## config.mk

```make
export PLATFORM = sky130hd
export DESIGN_NAME = axi4s_counter_source
export DESIGN_NICKNAME = d
export VERILOG_FILES = /design/src/rtl/axi4s_counter_source.sv
export SDC_FILE = /design/constraint.sdc
export NUM_CORES = 1
export LEC_CHECK = 0
export ABC_AREA = 1
export ABC_CLOCK_PERIOD_IN_PS = 1980
export BUFFER_PORTS_ARGS = -buffer_cell sky130_fd_sc_hd__buf_4
export CELL_PAD_IN_SITES_DETAIL_PLACEMENT = 1
export CELL_PAD_IN_SITES_GLOBAL_PLACEMENT = 1
export CORE_UTILIZATION = 30
export DETAILED_ROUTE_END_ITERATION = 8
export PLACE_DENSITY = 0.68
export SYNTH_ARGS = -nofsm -noshare
export SYNTH_HDL_FRONTEND = slang
export SYNTH_SLANG_ARGS = --single-unit
```

## constraint.sdc

```tcl
create_clock -name ACLK -period 1.98 [get_ports ACLK]
set_input_delay 0 -clock ACLK [delete_from_list [all_inputs] [get_ports ACLK]]
set_output_delay 0 -clock ACLK [all_outputs]
set_load 0.02 [all_outputs]
```

## src/rtl/axi4s_counter_source.sv

```systemverilog
// AXI4-Stream source emitting a commanded number of beats carrying an incrementing counter.
// Optional random throttling of TVALID is enabled with `define AXI4S_COUNTER_SOURCE_THROTTLE_EN.
module axi4s_counter_source #(
  parameter int DW = 32,
  parameter int CW = 16
) (
  input  logic          ACLK,
  input  logic          ARESETn,
  input  logic          start,
  input  logic [CW-1:0] len,
  input  logic [DW-1:0] init,
  output logic          busy,
  output logic          done,
  output logic [CW-1:0] beats,
  output logic          TVALID,
  input  logic          TREADY,
  output logic [DW-1:0] TDATA
);

  typedef enum logic [1:0] {
    IDLE = 2'd0,
    RUN  = 2'd1,
    DONE = 2'd2
  } state_t;

  state_t        r_state;
  logic          r_busy;
  logic          r_done;
  logic          r_tvalid;
  logic [DW-1:0] r_tdata;
  logic [CW-1:0] r_beats;
  logic [CW-1:0] r_remaining;

  logic          w_handshake;
  logic          w_last_beat;
  logic [DW-1:0] w_tdata_inc;
  logic [CW-1:0] w_beats_inc;
  logic [CW-1:0] w_remaining_dec;

  assign w_handshake     = r_tvalid && TREADY;
  assign w_last_beat     = (r_remaining == CW'(1));
  assign w_tdata_inc     = r_tdata + DW'(1);
  assign w_beats_inc     = r_beats + CW'(1);
  assign w_remaining_dec = r_remaining - CW'(1);

`ifdef AXI4S_COUNTER_SOURCE_THROTTLE_EN
  // Free-running Fibonacci LFSR, x^16 + x^14 + x^13 + x^11 + 1, shifted right.
  logic [15:0] r_lfsr;
  logic        w_lfsr_fb;

  assign w_lfsr_fb = r_lfsr[0] ^ r_lfsr[2] ^ r_lfsr[3] ^ r_lfsr[5];

  always_ff @(posedge ACLK or negedge ARESETn) begin
    if (!ARESETn) begin
      r_lfsr <= 16'hACE1;
    end else begin
      r_lfsr <= {w_lfsr_fb, r_lfsr[15:1]};
    end
  end
`endif

  always_ff @(posedge ACLK or negedge ARESETn) begin
    if (!ARESETn) begin
      r_state     <= IDLE;
      r_busy      <= 1'b0;
      r_done      <= 1'b0;
      r_tvalid    <= 1'b0;
      r_tdata     <= '0;
      r_beats     <= '0;
      r_remaining <= '0;
    end else begin
      case (r_state)
        IDLE: begin
          r_done <= 1'b0;
          if (start) begin
            r_beats <= '0;
            if (len != '0) begin
              r_remaining <= len;
              r_tdata     <= init;
              r_tvalid    <= 1'b1;
              r_busy      <= 1'b1;
              r_state     <= RUN;
            end else begin
              r_done  <= 1'b1;
              r_state <= DONE;
            end
          end
        end

        RUN: begin
          if (w_handshake) begin
            r_tdata     <= w_tdata_inc;
            r_beats     <= w_beats_inc;
            r_remaining <= w_remaining_dec;
            if (w_last_beat) begin
              r_tvalid <= 1'b0;
              r_busy   <= 1'b0;
              r_done   <= 1'b1;
              r_state  <= DONE;
            end
`ifdef AXI4S_COUNTER_SOURCE_THROTTLE_EN
            // A zero LFSR bit inserts one idle cycle before the next beat.
            else if (!r_lfsr[0]) begin
              r_tvalid <= 1'b0;
            end
`endif
          end
`ifdef AXI4S_COUNTER_SOURCE_THROTTLE_EN
          else if (!r_tvalid) begin
            r_tvalid <= 1'b1;
          end
`endif
        end

        DONE: begin
          r_done   <= 1'b0;
          r_busy   <= 1'b0;
          r_tvalid <= 1'b0;
          r_state  <= IDLE;
        end

        default: begin
          r_state  <= IDLE;
          r_busy   <= 1'b0;
          r_done   <= 1'b0;
          r_tvalid <= 1'b0;
        end
      endcase
    end
  end

  assign busy   = r_busy;
  assign done   = r_done;
  assign beats  = r_beats;
  assign TVALID = r_tvalid;
  assign TDATA  = r_tdata;

endmodule

```

==> impl.org <==
** Yosys
- Dividing the synthesized area by the synthesized cell count gives 5.98 um^2.
- Dominant combinational cell family by area after synthesis :: simple AND/OR/NAND/NOR gates
- Yosys top cell area share :: 0.349
- Of the total synthesized cell area, the portion taken by full adders, half adders and majority gates is 0.0103.
- After synthesis, the most frequently instantiated cells are sky130_fd_sc_hd__nand2_1, sky130_fd_sc_hd__nor2_1, sky130_fd_sc_hd__inv_1, sky130_fd_sc_hd__nand3_1, sky130_fd_sc_hd__dfrtp_1.
- Share of the synthesized netlist area taken by xor and xnor gates :: 0
- The compound-cell area share of the yosys netlist is 0.0619.
- Gate Count Post-Synth :: 815
- Of the total synthesized cell area, the portion taken by AND, OR, NAND and NOR gates is 0.491.
- Leading area contributor after synthesis :: sky130_fd_sc_hd__dfrtp_1
- The number of nets in the synthesized netlist is 871.
- The most common cell in the synthesized netlist is sky130_fd_sc_hd__nand2_1.
- By area the synthesized netlist is led by sky130_fd_sc_hd__dfrtp_1, sky130_fd_sc_hd__nand2_1, sky130_fd_sc_hd__nor2_1.
- Of all flip-flops after synthesis, the portion carrying an async set or reset was 1.00.
- Synthesis instantiated 25 different standard cells from the library.
- Seq/Total Area, Yosys :: 0.349
- In this run the cell area of the synthesized design comes to 4870 um^2.
- Post-synth EDFFs :: 0
- After synthesis, the share of cell area in mux cells is 0.
- Primary FF master, synth :: sky130_fd_sc_hd__dfrtp_1
- The synthesized design contains 68 register bits.
- Synthesis warning total :: 0

** Worst setup path
- Critical Path End Type :: register
- The worst setup path is of the reg2reg kind.
- Data on the critical path is required at its endpoint by 2.19 ns.
- Startpoint class of the critical path :: register
- In this run the register-to-register setup slack is 0.23 ns.
- Of all nets on the critical path, the largest fanout is 30.
- Data arrival at the endpoint of the critical path :: 1.96 ns

** Placed design
- Buffers placed on the I/O ports in this run total 102.
- Detailed placement ended at an HPWL of 12600 um.
- Final Wtd Congestion :: 0.845
- Once placement completed, the tool counted placed cells totaling 1120.

** GRT
- The first global-routing pass estimated 27800 um of wire.
- For this run the aggregate overflow at the end of global routing stands at 0.
- Global-route usage over all layers :: 0.215
- Vias in the first global route :: 5611
- The number of antenna violations at the first check in global routing came to 0.
- Entering global routing, the biggest net connects 49 pins.

** Floorplan
- Die Footprint :: 16700 um^2
- Vertical die dimension :: 129 um
- Top-level I/O count :: 103
- Die extent in x :: 129 um
- Core Box Area :: 15900 um^2
- The initial utilization of the core area, before any placement, comes to 0.307.
- After floorplanning, the core was divided into 46 placement rows.

** Cells and area
- The final layout contains 1002 nets.
- Growth of design area from synthesis to finish :: 33.4%
- Area of the multi-input gates :: 2750 um^2
- Non-filler cells, final :: 1167
- Share of layout cells above drive strength 1 :: 0.147
- Number of antenna cells inserted :: 0
- The sequential cells in the finished layout cover a total of 1700 um^2.
- Fill cells in the final layout number 2173.

** Clock network
- The clock tree synthesis step divided the H-tree into 3 levels.
- Reg clk slew, reported paths :: 0.06 ns
- TritonCTS built the clock tree.
- Clock root buffer :: sky130_fd_sc_hd__clkbuf_16
- Number of clock sinks seen by CTS :: 68
- Counting along the longest clock path gives a buffer depth of 2.
- CTS Buf Count :: 9
- Buffers added to address setup during post-CTS repair amount to 0.
- The clock reaches the later pin of the worst-skew pair after 0.35 ns.

** STA
- The final count of hold timing violations is 1.
- Crit path time final :: 1.75 ns
- Final worst path period share :: 0.883
- Setup-failing EPs final :: 0
- For the final routed database, the setup TNS stands at 0 ns.
- Setup repair after global routing left no endpoint under its margin.
- Between clock sinks in the finished design, the worst skew comes to 0.00706 ns.
- Relative slew slack :: 0.692
- Final slew viol count :: 0
- Hold Worst Slack :: -0.00142 ns
- FMAX :: 0.572 GHz
- Transition time of the tightest slew-check pin :: 0.458 ns

** Detailed routing
- Summing over every cut layer, the via total after detailed routing is 5502.
- Violation count after the first detailed-routing iteration :: 232
- After detailed routing, the average wire length per cell comes to 14.6 um.
- Pre-antenna DRT Iters :: 4
- Using the TritonRoute via totals, the vias-per-cell ratio works out to 4.71.
- DRC viols :: 0
- After detailed routing, the total wire length is 17000 um.
- The count of nets left with antenna violations once routing finished came out at 0.

** Hold path
- Min-Delay Path Class :: in2reg

** Pwr
- Across the VDD grid, the largest voltage drop is 0.732 mV.
- Ratio of total power to cell area :: 1400 nW/um^2
- Leakage Power :: 3.20 nW

** Flow run
- The tool flagged a number of max-cap violations equal to 0.

** Outcome
- Violations in the final reports :: hold timing
- Run status :: finished, violations left
==> final timing paths <==
check	endpoint	start	cells after the start
setup / recovery	TDATA[3]	r_state[0]	7
setup reg to reg	TDATA[3]	r_state[0]	7
max in group asynchronous	TDATA[31]	ARESETn	3
hold / removal	r_remaining[3]	len[3]	3
hold reg to reg	r_remaining[8]	r_remaining[8]	2
min in group asynchronous	beats[8]	ARESETn	2
==> critical path, stage by stage (launching register included) <==
cell                      delay (ns)
sky130_fd_sc_hd__dfrtp_1        0.40
sky130_fd_sc_hd__nor2_2         0.20
sky130_fd_sc_hd__nand2_2        0.16
sky130_fd_sc_hd__o21ai_4        0.21
sky130_fd_sc_hd__nand2_2        0.15
sky130_fd_sc_hd__inv_1          0.07
sky130_fd_sc_hd__buf_4          0.29
sky130_fd_sc_hd__o21ai_0        0.13
==> what timing repair did <==
item | 4_1_cts | 5_1_grt
gates resized for setup | 0 | 1
endpoints found under the hold margin | 98 | 0
endpoints found under the setup margin | 0 | 1
hold buffers | 31 | 0
==> power by group <==
| part | leakage (nW) | internal (W) | switching (W) |
|---|---|---|---|
| sequential | 0.868 | 0.00193 | 0.000814 |
| clock | 0.139 | 0.000969 | 0.000646 |
| combinational | 2.19 | 0.00172 | 0.00299 |
| total | 3.20 | 0.00462 | 0.00445 |
==> cell type report <==
| class | instances | share of cell area |
|---|---|---|
| inverters | 78 | 0.0451 |
| repair buffers | 143 | 0.185 |
| well taps | 216 | 0.0416 |
| flip-flops and latches | 68 | 0.262 |
| clock inverters | 5 | 0.00809 |
| multi-input cells | 646 | 0.423 |
| clock buffers | 11 | 0.0358 |
==> registers in the layout (all words and copies together) (netlist names) <==
signal	count
TDATA	32
done	1
r_state	2
beats	16
r_remaining	16
TVALID	1
==> cell usage in the layout (no fill, tap or decap), types with 2 or more instances in the layout <==
cell / synthesis / final
sky130_fd_sc_hd__or2_2: 4 / 4
sky130_fd_sc_hd__dfrtp_1: 68 / 68
sky130_fd_sc_hd__o21ai_1: 8 / 8
sky130_fd_sc_hd__nand4_1: 17 / 17
sky130_fd_sc_hd__nor2_2: 4 / 4
sky130_fd_sc_hd__ha_1: 4 / 4
sky130_fd_sc_hd__inv_1: 78 / 77
sky130_fd_sc_hd__nand3_1: 78 / 78
sky130_fd_sc_hd__o21bai_1: 2 / 2
sky130_fd_sc_hd__buf_12: 0 / 4
sky130_fd_sc_hd__o21ai_0: 30 / 30
sky130_fd_sc_hd__nor2_1: 146 / 146
sky130_fd_sc_hd__nor3_1: 8 / 8
sky130_fd_sc_hd__nand2_2: 3 / 4
sky130_fd_sc_hd__a21oi_1: 10 / 10
sky130_fd_sc_hd__buf_4: 4 / 108
sky130_fd_sc_hd__clkbuf_16: 0 / 9
sky130_fd_sc_hd__clkbuf_1: 4 / 2
sky130_fd_sc_hd__clkinv_2: 0 / 3
sky130_fd_sc_hd__nand3b_1: 3 / 3
sky130_fd_sc_hd__nand2_1: 324 / 323
sky130_fd_sc_hd__dlygate4sd3_1: 0 / 31
==> kinds of logic (layout without fill, tap and decap cells) <==
group / count (synthesis) / count (layout)
simple gates: 587 / 587
buf+inv: 101 / 237
flops: 68 / 68
compound gates: 55 / 55
fa+ha+maj: 4 / 4
==> through the flow <==
step	setup WS (ns)	cell area, um^2	hold slack (ns)	total power, W	util
6_report	0.233	6500	-0.00142	0.00908	0.409
4_1_cts	0.210	6490	0.000448	0.00919	0.409
3_3_place_gp	0.285	5900	-0.0337	0.00741	0.371
5_1_grt	0.0303	6500	0.0217	0.00989	0.409
3_5_place_dp	0.224	5900	-0.0354	0.00749	0.371
2_1_floorplan	0.371	4870	-0.296	0.00566	-
==> per-layer routing <==
layer  track usage  routed length (um)  vias up
met4        0.0499                 152        0
met3        0.0421                 648        7
met5             0                   0        -
met2         0.369                8090       84
li1              -                   -     2807
met1         0.278                8140     2604
No activity file was read; power rests on OpenSTA's default activity.
